[src/rtl/decode_stage_pkg.sv]
// Shared types for the decode stage: opcodes, ALU functions, the decoded
// instruction record and its reset value.
`default_nettype none

package decode_stage_pkg;

  typedef logic [31:0] word_t;

  localparam logic [6:0] OPCODE_LOAD     = 7'b0000011;
  localparam logic [6:0] OPCODE_MISC_MEM = 7'b0001111;
  localparam logic [6:0] OPCODE_OP_IMM   = 7'b0010011;
  localparam logic [6:0] OPCODE_AUIPC    = 7'b0010111;
  localparam logic [6:0] OPCODE_STORE    = 7'b0100011;
  localparam logic [6:0] OPCODE_OP       = 7'b0110011;
  localparam logic [6:0] OPCODE_LUI      = 7'b0110111;
  localparam logic [6:0] OPCODE_BRANCH   = 7'b1100011;
  localparam logic [6:0] OPCODE_JALR     = 7'b1100111;
  localparam logic [6:0] OPCODE_JAL      = 7'b1101111;
  localparam logic [6:0] OPCODE_SYSTEM   = 7'b1110011;

  localparam logic [6:0] FUNCT7_BASE   = 7'b0000000;
  localparam logic [6:0] FUNCT7_ALT    = 7'b0100000;
  localparam logic [6:0] FUNCT7_MULDIV = 7'b0000001;

  localparam word_t INSTR_ECALL  = 32'h0000_0073;
  localparam word_t INSTR_EBREAK = 32'h0010_0073;
  localparam word_t INSTR_MRET   = 32'h3020_0073;

  typedef enum logic [4:0] {
    alu_nop, alu_add, alu_sub, alu_slt, alu_sltu, alu_and, alu_or, alu_xor,
    alu_sll, alu_srl, alu_sra,
    alu_mul, alu_mulh, alu_mulhsu, alu_mulhu, alu_div, alu_divu, alu_rem, alu_remu
  } alu_fn_t;

  typedef struct packed {
    logic [4:0]  rd;
    logic [4:0]  rs1;
    logic [4:0]  rs2;
    logic [31:0] imm;
    alu_fn_t     alu_fn;
    logic        use_pc;
    logic        use_imm;
    logic        has_rd;
    logic        is_load;
    logic        is_store;
    logic [1:0]  mem_size;
    logic        mem_unsigned;
    logic        is_jump;
    logic        is_branch;
    logic        is_mret;
    logic        is_illegal;
  } instr_t;

  // Decode of addi x0, x0, 0 (0x00000013).
  localparam instr_t NOP_DECODE = '{
    rd: 5'd0, rs1: 5'd0, rs2: 5'd0, imm: 32'd0, alu_fn: alu_add,
    use_pc: 1'b0, use_imm: 1'b1, has_rd: 1'b0, is_load: 1'b0, is_store: 1'b0,
    mem_size: 2'd0, mem_unsigned: 1'b0, is_jump: 1'b0, is_branch: 1'b0,
    is_mret: 1'b0, is_illegal: 1'b0
  };

  typedef enum logic [1:0] {EMPTY, ONE, TWO} skid_state_t;

  function automatic alu_fn_t alu_base_fn(input logic [2:0] f3, input logic alt);
    case (f3)
      3'd0:    return alt ? alu_sub : alu_add;
      3'd1:    return alu_sll;
      3'd2:    return alu_slt;
      3'd3:    return alu_sltu;
      3'd4:    return alu_xor;
      3'd5:    return alt ? alu_sra : alu_srl;
      3'd6:    return alu_or;
      default: return alu_and;
    endcase
  endfunction

  function automatic alu_fn_t alu_muldiv_fn(input logic [2:0] f3);
    case (f3)
      3'd0:    return alu_mul;
      3'd1:    return alu_mulh;
      3'd2:    return alu_mulhsu;
      3'd3:    return alu_mulhu;
      3'd4:    return alu_div;
      3'd5:    return alu_divu;
      3'd6:    return alu_rem;
      default: return alu_remu;
    endcase
  endfunction

endpackage

`default_nettype wire

[src/rtl/decode_stage_decoder.sv]
// decoder_core: combinational RV32I(+M) decoder with optional illegal-encoding detection.
`default_nettype none

module decoder_core
  import decode_stage_pkg::*;
#(
  parameter bit ENABLE_M      = 1'b0,
  parameter bit CHECK_ILLEGAL = 1'b1
) (
  input  logic [31:0] data_i,
  output instr_t      instr_o
);

  logic [6:0]  opcode;
  logic [2:0]  f3;
  logic [6:0]  f7;
  logic        illegal;
  logic [31:0] imm_i, imm_s, imm_b, imm_u, imm_j;
  instr_t      d;

  assign opcode = data_i[6:0];
  assign f3     = data_i[14:12];
  assign f7     = data_i[31:25];
  assign imm_i  = {{20{data_i[31]}}, data_i[31:20]};
  assign imm_s  = {{20{data_i[31]}}, data_i[31:25], data_i[11:7]};
  assign imm_b  = {{19{data_i[31]}}, data_i[31], data_i[7], data_i[30:25], data_i[11:8], 1'b0};
  assign imm_u  = {data_i[31:12], 12'd0};
  assign imm_j  = {{11{data_i[31]}}, data_i[31], data_i[19:12], data_i[20], data_i[30:21], 1'b0};

  always_comb begin
    d         = NOP_DECODE;
    d.use_imm = 1'b0;
    d.alu_fn  = alu_nop;
    d.rd      = data_i[11:7];
    d.rs1     = data_i[19:15];
    d.rs2     = data_i[24:20];
    d.imm     = imm_i;
    illegal   = 1'b0;
    case (opcode)
      OPCODE_LUI: begin
        d.imm = imm_u; d.use_imm = 1'b1; d.has_rd = 1'b1;
      end
      OPCODE_AUIPC: begin
        d.imm = imm_u; d.alu_fn = alu_add; d.use_pc = 1'b1; d.use_imm = 1'b1; d.has_rd = 1'b1;
      end
      OPCODE_JAL: begin
        d.imm = imm_j; d.alu_fn = alu_add; d.use_pc = 1'b1; d.use_imm = 1'b1;
        d.has_rd = 1'b1; d.is_jump = 1'b1;
      end
      OPCODE_JALR: begin
        d.alu_fn = alu_add; d.use_imm = 1'b1; d.has_rd = 1'b1; d.is_jump = 1'b1;
        illegal = (f3 != 3'd0);
      end
      OPCODE_BRANCH: begin
        d.imm = imm_b; d.alu_fn = alu_add; d.use_pc = 1'b1; d.use_imm = 1'b1; d.is_branch = 1'b1;
        illegal = (f3 == 3'd2) || (f3 == 3'd3);
      end
      OPCODE_LOAD: begin
        d.alu_fn = alu_add; d.use_imm = 1'b1; d.has_rd = 1'b1; d.is_load = 1'b1;
        d.mem_size = f3[1:0]; d.mem_unsigned = f3[2];
        illegal = (f3 == 3'd3) || (f3 >= 3'd6);
      end
      OPCODE_STORE: begin
        d.imm = imm_s; d.alu_fn = alu_add; d.use_imm = 1'b1; d.is_store = 1'b1;
        d.mem_size = f3[1:0];
        illegal = (f3 >= 3'd3);
      end
      OPCODE_OP_IMM: begin
        d.alu_fn = alu_base_fn(f3, (f3 == 3'd5) && f7[5]); d.use_imm = 1'b1; d.has_rd = 1'b1;
        illegal = ((f3 == 3'd1) && (f7 != FUNCT7_BASE)) ||
                  ((f3 == 3'd5) && (f7 != FUNCT7_BASE) && (f7 != FUNCT7_ALT));
      end
      OPCODE_OP: begin
        d.has_rd = 1'b1;
        d.alu_fn = (ENABLE_M && f7 == FUNCT7_MULDIV) ? alu_muldiv_fn(f3) : alu_base_fn(f3, f7[5]);
        illegal = !((f7 == FUNCT7_BASE) ||
                    ((f7 == FUNCT7_ALT) && ((f3 == 3'd0) || (f3 == 3'd5))) ||
                    ((f7 == FUNCT7_MULDIV) && ENABLE_M));
      end
      OPCODE_SYSTEM: begin
        d.is_mret = (data_i == INSTR_MRET);
        d.has_rd  = (f3 != 3'd0);
        illegal = (f3 == 3'd4) ||
                  ((f3 == 3'd0) && (data_i != INSTR_MRET) &&
                   (data_i != INSTR_ECALL) && (data_i != INSTR_EBREAK));
      end
      OPCODE_MISC_MEM: ;
      default: illegal = 1'b1;
    endcase
    if (data_i[1:0] != 2'b11) illegal = 1'b1;
    if (!CHECK_ILLEGAL) illegal = 1'b0;
    // Writes to x0 are architecturally discarded, so they never claim a destination.
    d.has_rd     = d.has_rd && (d.rd != 5'd0);
    d.is_illegal = illegal;
    if (illegal) begin
      d.has_rd = 1'b0; d.is_load = 1'b0; d.is_store = 1'b0;
      d.is_jump = 1'b0; d.is_branch = 1'b0; d.is_mret = 1'b0;
    end
    instr_o = d;
  end

endmodule

`default_nettype wire

[src/rtl/decode_stage.sv]
// decode_stage: registered decode pipeline stage with valid/ready handshakes,
// optional 2-entry skid buffer and flush.
`default_nettype none

module decode_stage
  import decode_stage_pkg::*;
#(
  parameter bit ENABLE_M      = 1'b0,
  parameter bit CHECK_ILLEGAL = 1'b1,
  parameter bit SKID          = 1'b1
) (
  input  logic        clk_i,
  input  logic        reset_i,
  input  logic        flush_i,
  input  logic        in_valid_i,
  output logic        in_ready_o,
  input  logic [31:0] in_data_i,
  input  logic [31:0] in_pc_i,
  output logic        out_valid_o,
  input  logic        out_ready_i,
  output instr_t      out_instr_o,
  output logic [31:0] out_pc_o
);

  instr_t dec;

  decoder_core #(
    .ENABLE_M      (ENABLE_M),
    .CHECK_ILLEGAL (CHECK_ILLEGAL)
  ) u_decoder (
    .data_i  (in_data_i),
    .instr_o (dec)
  );

  if (SKID) begin : g_skid
    skid_state_t state_q;
    instr_t      out_instr_q, skid_instr_q;
    logic [31:0] out_pc_q, skid_pc_q;
    logic        out_valid_q, in_ready_q;
    logic        in_xfer, out_xfer;

    assign in_xfer  = in_valid_i && in_ready_q;
    assign out_xfer = out_valid_q && out_ready_i;

    always_ff @(posedge clk_i) begin
      if (reset_i) begin
        state_q      <= EMPTY;
        out_valid_q  <= 1'b0;
        in_ready_q   <= 1'b1;
        out_instr_q  <= NOP_DECODE;
        out_pc_q     <= '0;
        skid_instr_q <= NOP_DECODE;
        skid_pc_q    <= '0;
      end else if (flush_i) begin
        state_q     <= EMPTY;
        out_valid_q <= 1'b0;
        in_ready_q  <= 1'b1;
      end else begin
        case (state_q)
          EMPTY: if (in_xfer) begin
            out_instr_q <= dec;
            out_pc_q    <= in_pc_i;
            out_valid_q <= 1'b1;
            state_q     <= ONE;
          end
          ONE: if (in_xfer && !out_xfer) begin
            skid_instr_q <= dec;
            skid_pc_q    <= in_pc_i;
            in_ready_q   <= 1'b0;
            state_q      <= TWO;
          end else if (in_xfer) begin
            out_instr_q <= dec;
            out_pc_q    <= in_pc_i;
          end else if (out_xfer) begin
            out_valid_q <= 1'b0;
            state_q     <= EMPTY;
          end
          TWO: if (out_xfer) begin
            out_instr_q <= skid_instr_q;
            out_pc_q    <= skid_pc_q;
            in_ready_q  <= 1'b1;
            state_q     <= ONE;
          end
          default: begin
            out_valid_q <= 1'b0;
            in_ready_q  <= 1'b1;
            state_q     <= EMPTY;
          end
        endcase
      end
    end

    // Registered ready, only gated by reset so nothing is taken on a reset cycle.
    assign in_ready_o  = in_ready_q && !reset_i;
    assign out_valid_o = out_valid_q;
    assign out_instr_o = out_instr_q;
    assign out_pc_o    = out_pc_q;
  end else begin : g_single
    instr_t      out_instr_q;
    logic [31:0] out_pc_q;
    logic        out_valid_q;
    logic        in_ready;

    assign in_ready = !reset_i && (!out_valid_q || out_ready_i);

    always_ff @(posedge clk_i) begin
      if (reset_i) begin
        out_valid_q <= 1'b0;
        out_instr_q <= NOP_DECODE;
        out_pc_q    <= '0;
      end else if (flush_i) begin
        out_valid_q <= 1'b0;
      end else if (in_valid_i && in_ready) begin
        out_instr_q <= dec;
        out_pc_q    <= in_pc_i;
        out_valid_q <= 1'b1;
      end else if (out_ready_i) begin
        out_valid_q <= 1'b0;
      end
    end

    assign in_ready_o  = in_ready;
    assign out_valid_o = out_valid_q;
    assign out_instr_o = out_instr_q;
    assign out_pc_o    = out_pc_q;
  end

endmodule

`default_nettype wire

[config.mk]
export PLATFORM = sky130hd
export DESIGN_NAME = decode_stage
export DESIGN_NICKNAME = d
export VERILOG_FILES = /design/src/rtl/decode_stage_pkg.sv /design/src/rtl/decode_stage_decoder.sv /design/src/rtl/decode_stage.sv
export SDC_FILE = /design/constraint.sdc
export NUM_CORES = 1
export LEC_CHECK = 0
export BUFFER_PORTS_ARGS = -buffer_cell sky130_fd_sc_hd__buf_2
export CORE_ASPECT_RATIO = 1.5
export CORE_MARGIN = 8
export CORE_UTILIZATION = 40
export CTS_CLUSTER_SIZE = 25
export DETAILED_ROUTE_END_ITERATION = 10
export PLACE_DENSITY = 0.67
export SLEW_MARGIN = 20
export SYNTH_ARGS = -nofsm -noshare
export SYNTH_HDL_FRONTEND = slang
export SYNTH_SLANG_ARGS = --single-unit
export TNS_END_PERCENT = 50
[constraint.sdc]
create_clock -name clk_i -period 3.06 [get_ports clk_i]
set_input_delay 0.612 -clock clk_i [delete_from_list [all_inputs] [get_ports clk_i]]
set_output_delay 0.612 -clock clk_i [all_outputs]
set_load 0.02 [all_outputs]
==> impl_metrics.csv, run 1 <==
group,metric,value,unit
die,die_area,25820,um2
clock_tree,numCtsBuffers,17,
sta,fmax,0.4489,GHz
sta,skew,0.01141,ns
worst_setup_path,r2r-start,"g_skid.state_q[1]$_SDFFE_PP0P_",
placement,port-buffer-count,165,
worst_setup_path,end_kind,"flip-flop",
worst_setup_path,critical_path_class,"flip-flop to flip-flop",
die,die_w,133.9,um
power,power.density,557.8,nW/um2
routing,via_per_inst,5.497,
logic_synthesis,yosysWarnings,0,
clock_tree,cts_tree,"done",
routing,ant_nets,0,
routing,dr.pass1.iters,5,
power,clockPowerShare,37.9,%
global_routing,grtUsageTotal,20.24,%
logic_synthesis,syn-num-nets,1162,
global_routing,grt_start_max_net_pins,158,
layout,drive_gt1_share,18.65,%
logic_synthesis,synth_top_area_share,46.57,%
layout,area_growth,18.66,%
logic_synthesis,avgSynthCellArea,7.630,um2
clock_tree,cts_root_buffer,"clkbuf_16",
power,p_switching,1.572,mW
die,row_count,64,
logic_synthesis,synth_most_common_cell,"nand2_1",
logic_synthesis,ys.flop_type,"dfxtp_1",
sta,setup_viol,0,
clock_tree,cts_hold_buf,0,
sta,relSlewSlack,47.53,%
logic_synthesis,yosysSeqAreaShare,46.57,%
die,io_pins,167,
layout,antennaDiodeCount,0,
routing,initialDrtViolationCount,649,
placement,routabilityCongestion,0.9251,
sta,worst_slew_pin_slew,0.7841,ns
clock_tree,htree_num_levels,4,
clock_tree,clk_pin_slew_worst_paths,0.07,ns
routing,wirelength,26210,um
worst_setup_path,startpoint_type,"flip-flop",
die,die_h,192.8,um
global_routing,grt_antenna_before_repair,0,
clock_tree,post_cts_resized,0,
power,max-vdd-ir-drop,0.3522,mV
logic_synthesis,async_reset_ff_share,0,%
placement,dp_hpwl,17760,um
logic_synthesis,syn_area,8339,um2
flow_run,cap_violations,0,
logic_synthesis,yosysTopAreaCell,"dfxtp_1",
sta,slew_viol_final,0,
worst_setup_path,crit_fanout,35,
sta,fin_crit,2.228,ns
power,p_sw_share,28.48,%
worst_setup_path,r2r_cells,7,
global_routing,grt_pass1_wl,41830,um
clock_tree,clkLatencyLatePin,0.44,ns
global_routing,gr-total-overflow,0,
sta,final.setup.tns,0,ns
power,p_comb_share,13.3,%
clock_tree,clockBufferDepth,2,
power,power_leakage,3.845,nW
die,initial_utilization,40.84,%
min_path,hp-start,"in_pc_i[29]",
power,finalPower,5.520,mW
logic_synthesis,synth_common_cells,"nand2_1, dfxtp_1, a21oi_1",
routing,num_vias,8114,
status,outcome,"complete, no violations",
worst_setup_path,crit_required,3.35,ns
logic_synthesis,synthTopCellsByArea,"dfxtp_1, nand2_1, a21oi_1",
power,seqPwrFrac,48.8,%
logic_synthesis,synth_edf_count,0,
logic_synthesis,syn_inst,1093,
layout,nNetsFinal,1268,
worst_setup_path,setup.worst_path.start,"g_skid.state_q[1]$_SDFFE_PP0P_",
clock_tree,cts_setup_buffers,0,
sta,hold_viol_final,0,
global_routing,grt_pass1_vias,7615,
sta,fin_crit_sh,72.80,%
clock_tree,cts_sinks,194,
die,fp.coreArea,20420,um2
logic_synthesis,ys_ff_latch,194,
routing,wire_per_inst,17.75,um
min_path,hp-class,"input port to flip-flop",
sta,rsz0062_at_grt,"no",
logic_synthesis,ys_types,53,
routing,route.detailed.drc,0,
min_path,hold_depth,3,
worst_setup_path,worstPathArrival,2.52,ns
power,p_int,3.947,mW
[per-stage QoR]
stage,util (%),hold slack [ns],setup slack (ns),std cells,cell area (um2)
floorplan,-,0.4323,0.7328,1093,8339
global placement,45.80,0.4409,0.4828,1444,9351
detailed placement,45.80,0.4453,0.4588,1444,9351
CTS,48.46,0.4071,0.8127,1476,9896
global route,48.46,0.4111,0.6209,1476,9896
finish,48.46,0.4256,0.8324,1476,9896
[critical path, stage by stage (launching register included)]
cell	delay, ns
dfxtp_1	0.45
nand3b_1	0.22
a21oi_1	0.17
o21ai_4	0.67
buf_12	0.28
a211oi_1	0.08
a21oi_1	0.15
nor2_1	0.05
[logic make-up (layout without fill, tap and decap cells)]
group                  count (synthesis)  count (layout)  synth area share [%]
buffers and inverters                109             228                 5.281
DFF                                  194             194                 46.57
AOI/OAI and AO/OA                    313             313                 23.89
and+or+nand+nor                      475             475                 24.10
muxes                                  1               1                0.1200
other                                  1               1               0.04497
[power by group through the flow]
stage | Combinational, mW | Sequential [mW] | Clock [mW]
CTS | 0.741 | 2.69 | 2.15
detailed placement | 0.739 | 2.75 | 0
finish | 0.735 | 2.69 | 2.09
floorplan | 0.343 | 2.85 | 0
global route | 0.808 | 2.71 | 2.27
global placement | 0.735 | 2.75 | 0
[area by class of cell]
type | instances | area (um2)
tap | 264 | 330.3
inverter | 11 | 41.29
clock inverter | 13 | 101.3
sequential | 194 | 3884
clock buffer | 19 | 442.9
multi-input combinational | 790 | 4055
timing repair buffer | 185 | 1041
fill | 2138 | 10520
[cells in the final DEF, fill, tap and decap left out, types with 3 or more instances in the layout]
master        n
nand2_1     243
dfxtp_1     194
buf_2       164
a21oi_1     142
nor2_1      134
a311oi_1     58
nand3_1      39
a211oi_1     36
o21ai_0      35
clkbuf_16    17
nor3_1       16
buf_4        16
inv_1        11
o31ai_1      11
nor4_1        8
nor2b_1       5
a31oi_1       5
inv_6         5
buf_12        5
a22oi_1       4
clkinvlp_4    4
nand3b_1      3
and2_1        3
o41ai_1       3
[layer usage]
layer / up-vias / GRT usage (%) / part of all wire, %
met5: - / 0 / 0
met3: 42 / 4.560 / 6.5
li1: 4035 / - / -
met2: 271 / 33.84 / 49
met1: 3766 / 24.85 / 42
met4: 0 / 7.802 / 2.3
[final timing paths]
path                                       endpoint  slack [ns]
hold / removal    g_skid.skid_pc_q[29]$_SDFFE_PP0P_        0.43
hold reg to reg   g_skid.skid_pc_q[31]$_SDFFE_PP0P_        0.45
setup reg to reg       out_instr_o[46]$_SDFFE_PP0P_        0.83
setup / recovery       out_instr_o[46]$_SDFFE_PP0P_        0.83
[sequential cells by signal, indices dropped and copies added, names as in the netlist]
name                 flops
g_skid.state_q           2
g_skid.skid_pc_q        32
out_valid_o              1
out_instr_o             63
g_skid.in_ready_q        1
out_pc_o                32
g_skid.skid_instr_q     63
(Power assumes the default switching activity.)
==> run 2, diff against run 1 <==
- PLACE_DENSITY: 0.67 -> 0.69
- clock period: 3.06 -> 1.85 ns (I/O delays scaled with it)
==> run 2 against run 1 <==
- sequential share of layout area is 4.1 points lower
- via count rose by 5.7%
- critical endpoint is now g_skid.skid_instr_q[1]$_SDFFE_PP0P_
- first-iteration DRC count shrank 15%
- maximum frequency increased by 24%
==> impl_metrics.csv, run 2 (synthesis results as in run 1) <==
group,metric,value,unit
clock_tree,cts_tree,"done",
placement,dp_hpwl,19520,um
layout,fillers,1948,
layout,final_cells,1598,
global_routing,grt_start_max_net_pins,67,
flow_run,cap_violations,0,
layout,antennaDiodeCount,0,
sta,hold_viol_final,0,
routing,num_vias,8579,
power,power_leakage,4.526,nW
worst_setup_path,worstPathArrival,2.18,ns
clock_tree,htree_num_levels,4,
die,die_area,25820,um2
routing,wirelength,27460,um
sta,fin_crit_sh,97.39,%
global_routing,grtUsageTotal,20.38,%
sta,fin_crit,1.802,ns
placement,routabilityCongestion,0.8836,
clock_tree,numCtsBuffers,17,
worst_setup_path,crit_fanout,5,
sta,slew_viol_final,0,
die,die_w,133.9,um
die,io_pins,167,
status,outcome,"complete, no violations",
placement,port-buffer-count,165,
min_path,hp-class,"input port to flip-flop",
worst_setup_path,crit_required,2.22,ns
layout,final_common_cell,"nand2_1",
die,die_h,192.8,um
sta,rsz0062_at_grt,"yes",
worst_setup_path,critical_path_class,"flip-flop to flip-flop",
power,p_int,7.110,mW
clock_tree,clk_pin_slew_worst_paths,0.07,ns
routing,wire_per_inst,17.18,um
layout,drive_gt1_share,26.39,%
layout,layout_common_cells,"nand2_1, dfxtp_1, buf_2, a21oi_1, nor2_1",
global_routing,grt_pass1_vias,7908,
routing,route.detailed.drc,0,
layout,regArea,3885,um2
power,p_comb_share,14.8,%
sta,skew,0.009699,ns
power,finalPower,9.765,mW
clock_tree,cts_root_buffer,"clkbuf_16",
power,power.density,884.5,nW/um2
routing,via_per_inst,5.369,
die,initial_utilization,40.84,%
layout,nNetsFinal,1390,
clock_tree,clkLatencyLatePin,0.44,ns
die,fp.coreArea,20420,um2
power,p_sw_share,27.20,%
sta,worst_slew_pin_slew,0.5652,ns
sta,fmax,0.5550,GHz
placement,place_inst,1558,
die,row_count,64,
power,p_switching,2.656,mW
sta,relSlewSlack,62.32,%
worst_setup_path,end_kind,"flip-flop",
global_routing,gr-total-overflow,0,
clock_tree,clockBufferDepth,2,
power,clockPowerShare,39.7,%
routing,ant_nets,0,
layout,finalCoreUtilization,54.07,%
layout,multiInputGateArea,4084,um2
layout,area_growth,32.39,%
worst_setup_path,startpoint_type,"flip-flop",
sta,setup_viol,0,
clock_tree,cts_sinks,194,
global_routing,grt_pass1_wl,42200,um
power,seqPwrFrac,45.5,%
routing,dr.pass1.iters,5,
global_routing,grt_antenna_before_repair,0,
power,max-vdd-ir-drop,0.5588,mV
routing,initialDrtViolationCount,554,
[run 2: changes by cell type in the layout (fill, tap and decap cells not counted), moves of 2 or more]
cell and change:
buf_12 +6, buf_4 +113, bufinv_16 +3, clkbuf_16 +3
clkinv_4 +2, clkinvlp_4 -3
[run 2: final timing paths]
check                                     from                             endpoint  slack (ns)  depth (start not counted)
min                                in_pc_i[21]    g_skid.skid_pc_q[21]$_SDFFE_PP0P_        0.18                          3
min reg2reg  g_skid.skid_pc_q[28]$_SDFFE_PP0P_    g_skid.skid_pc_q[28]$_SDFFE_PP0P_        0.45                          2
max             g_skid.state_q[1]$_SDFFE_PP0P_  g_skid.skid_instr_q[1]$_SDFFE_PP0P_        0.05                          4
max reg2reg     g_skid.state_q[1]$_SDFFE_PP0P_  g_skid.skid_instr_q[1]$_SDFFE_PP0P_        0.05                          4
[run 2: critical path, cell delays in order, from the launching register on]
cell and delay (ns):
dfxtp_2 0.33, nand3b_1 0.21, or3_2 0.52, or4_1 0.54
a21oi_1 0.14
[run 2: timing repair]
action,in CTS,in global routing
hold buffers,0,0
gates resized for setup,1,4
pin swaps,0,2
setup endpoints to repair,1,89
gates cloned,0,3
setup buffers,0,5
[run 2: final cells by class]
type                    instances  area share, %
inverters                      11         0.3740
well taps                     264          2.992
repair buffers                307          18.88
flip-flops and latches        194          35.19
clock inverters                13          1.564
multi-input cells             790          36.99
clock buffers                  19          4.012
[run 2: power groups by stage]
stage	registers [mW]	logic (mW)	clock network (mW)
floorplan	4.72	0.569	0
CTS	4.45	1.40	3.96
global route	4.47	1.57	4.12
finish	4.45	1.45	3.87
global placement	4.54	1.39	0
detailed placement	4.54	1.40	0
[run 2: stage by stage]
step | cell area, um2 | hold WS [ns] | setup WS [ns] | setup TNS (ns)
2_1_floorplan | 8348 | 0.4327 | -0.2283 | -2.094
3_3_place_gp | 10290 | 0.4412 | -0.3939 | -14.17
3_5_place_dp | 10290 | 0.4465 | -0.3858 | -15.58
4_1_cts | 10910 | 0.1584 | 0.002387 | 0
5_1_grt | 11040 | 0.1671 | -0.01939 | -0.04695
6_report | 11040 | 0.1767 | 0.04826 | 0
[run 2: metal layers]
layer	vias to the layer above	global-route usage [%]	wire length, um
li1	4295	-	-
met1	4021	24.82	11590
met2	236	34.98	13890
met3	27	3.882	1417
met4	0	7.499	552
met5	-	0	0
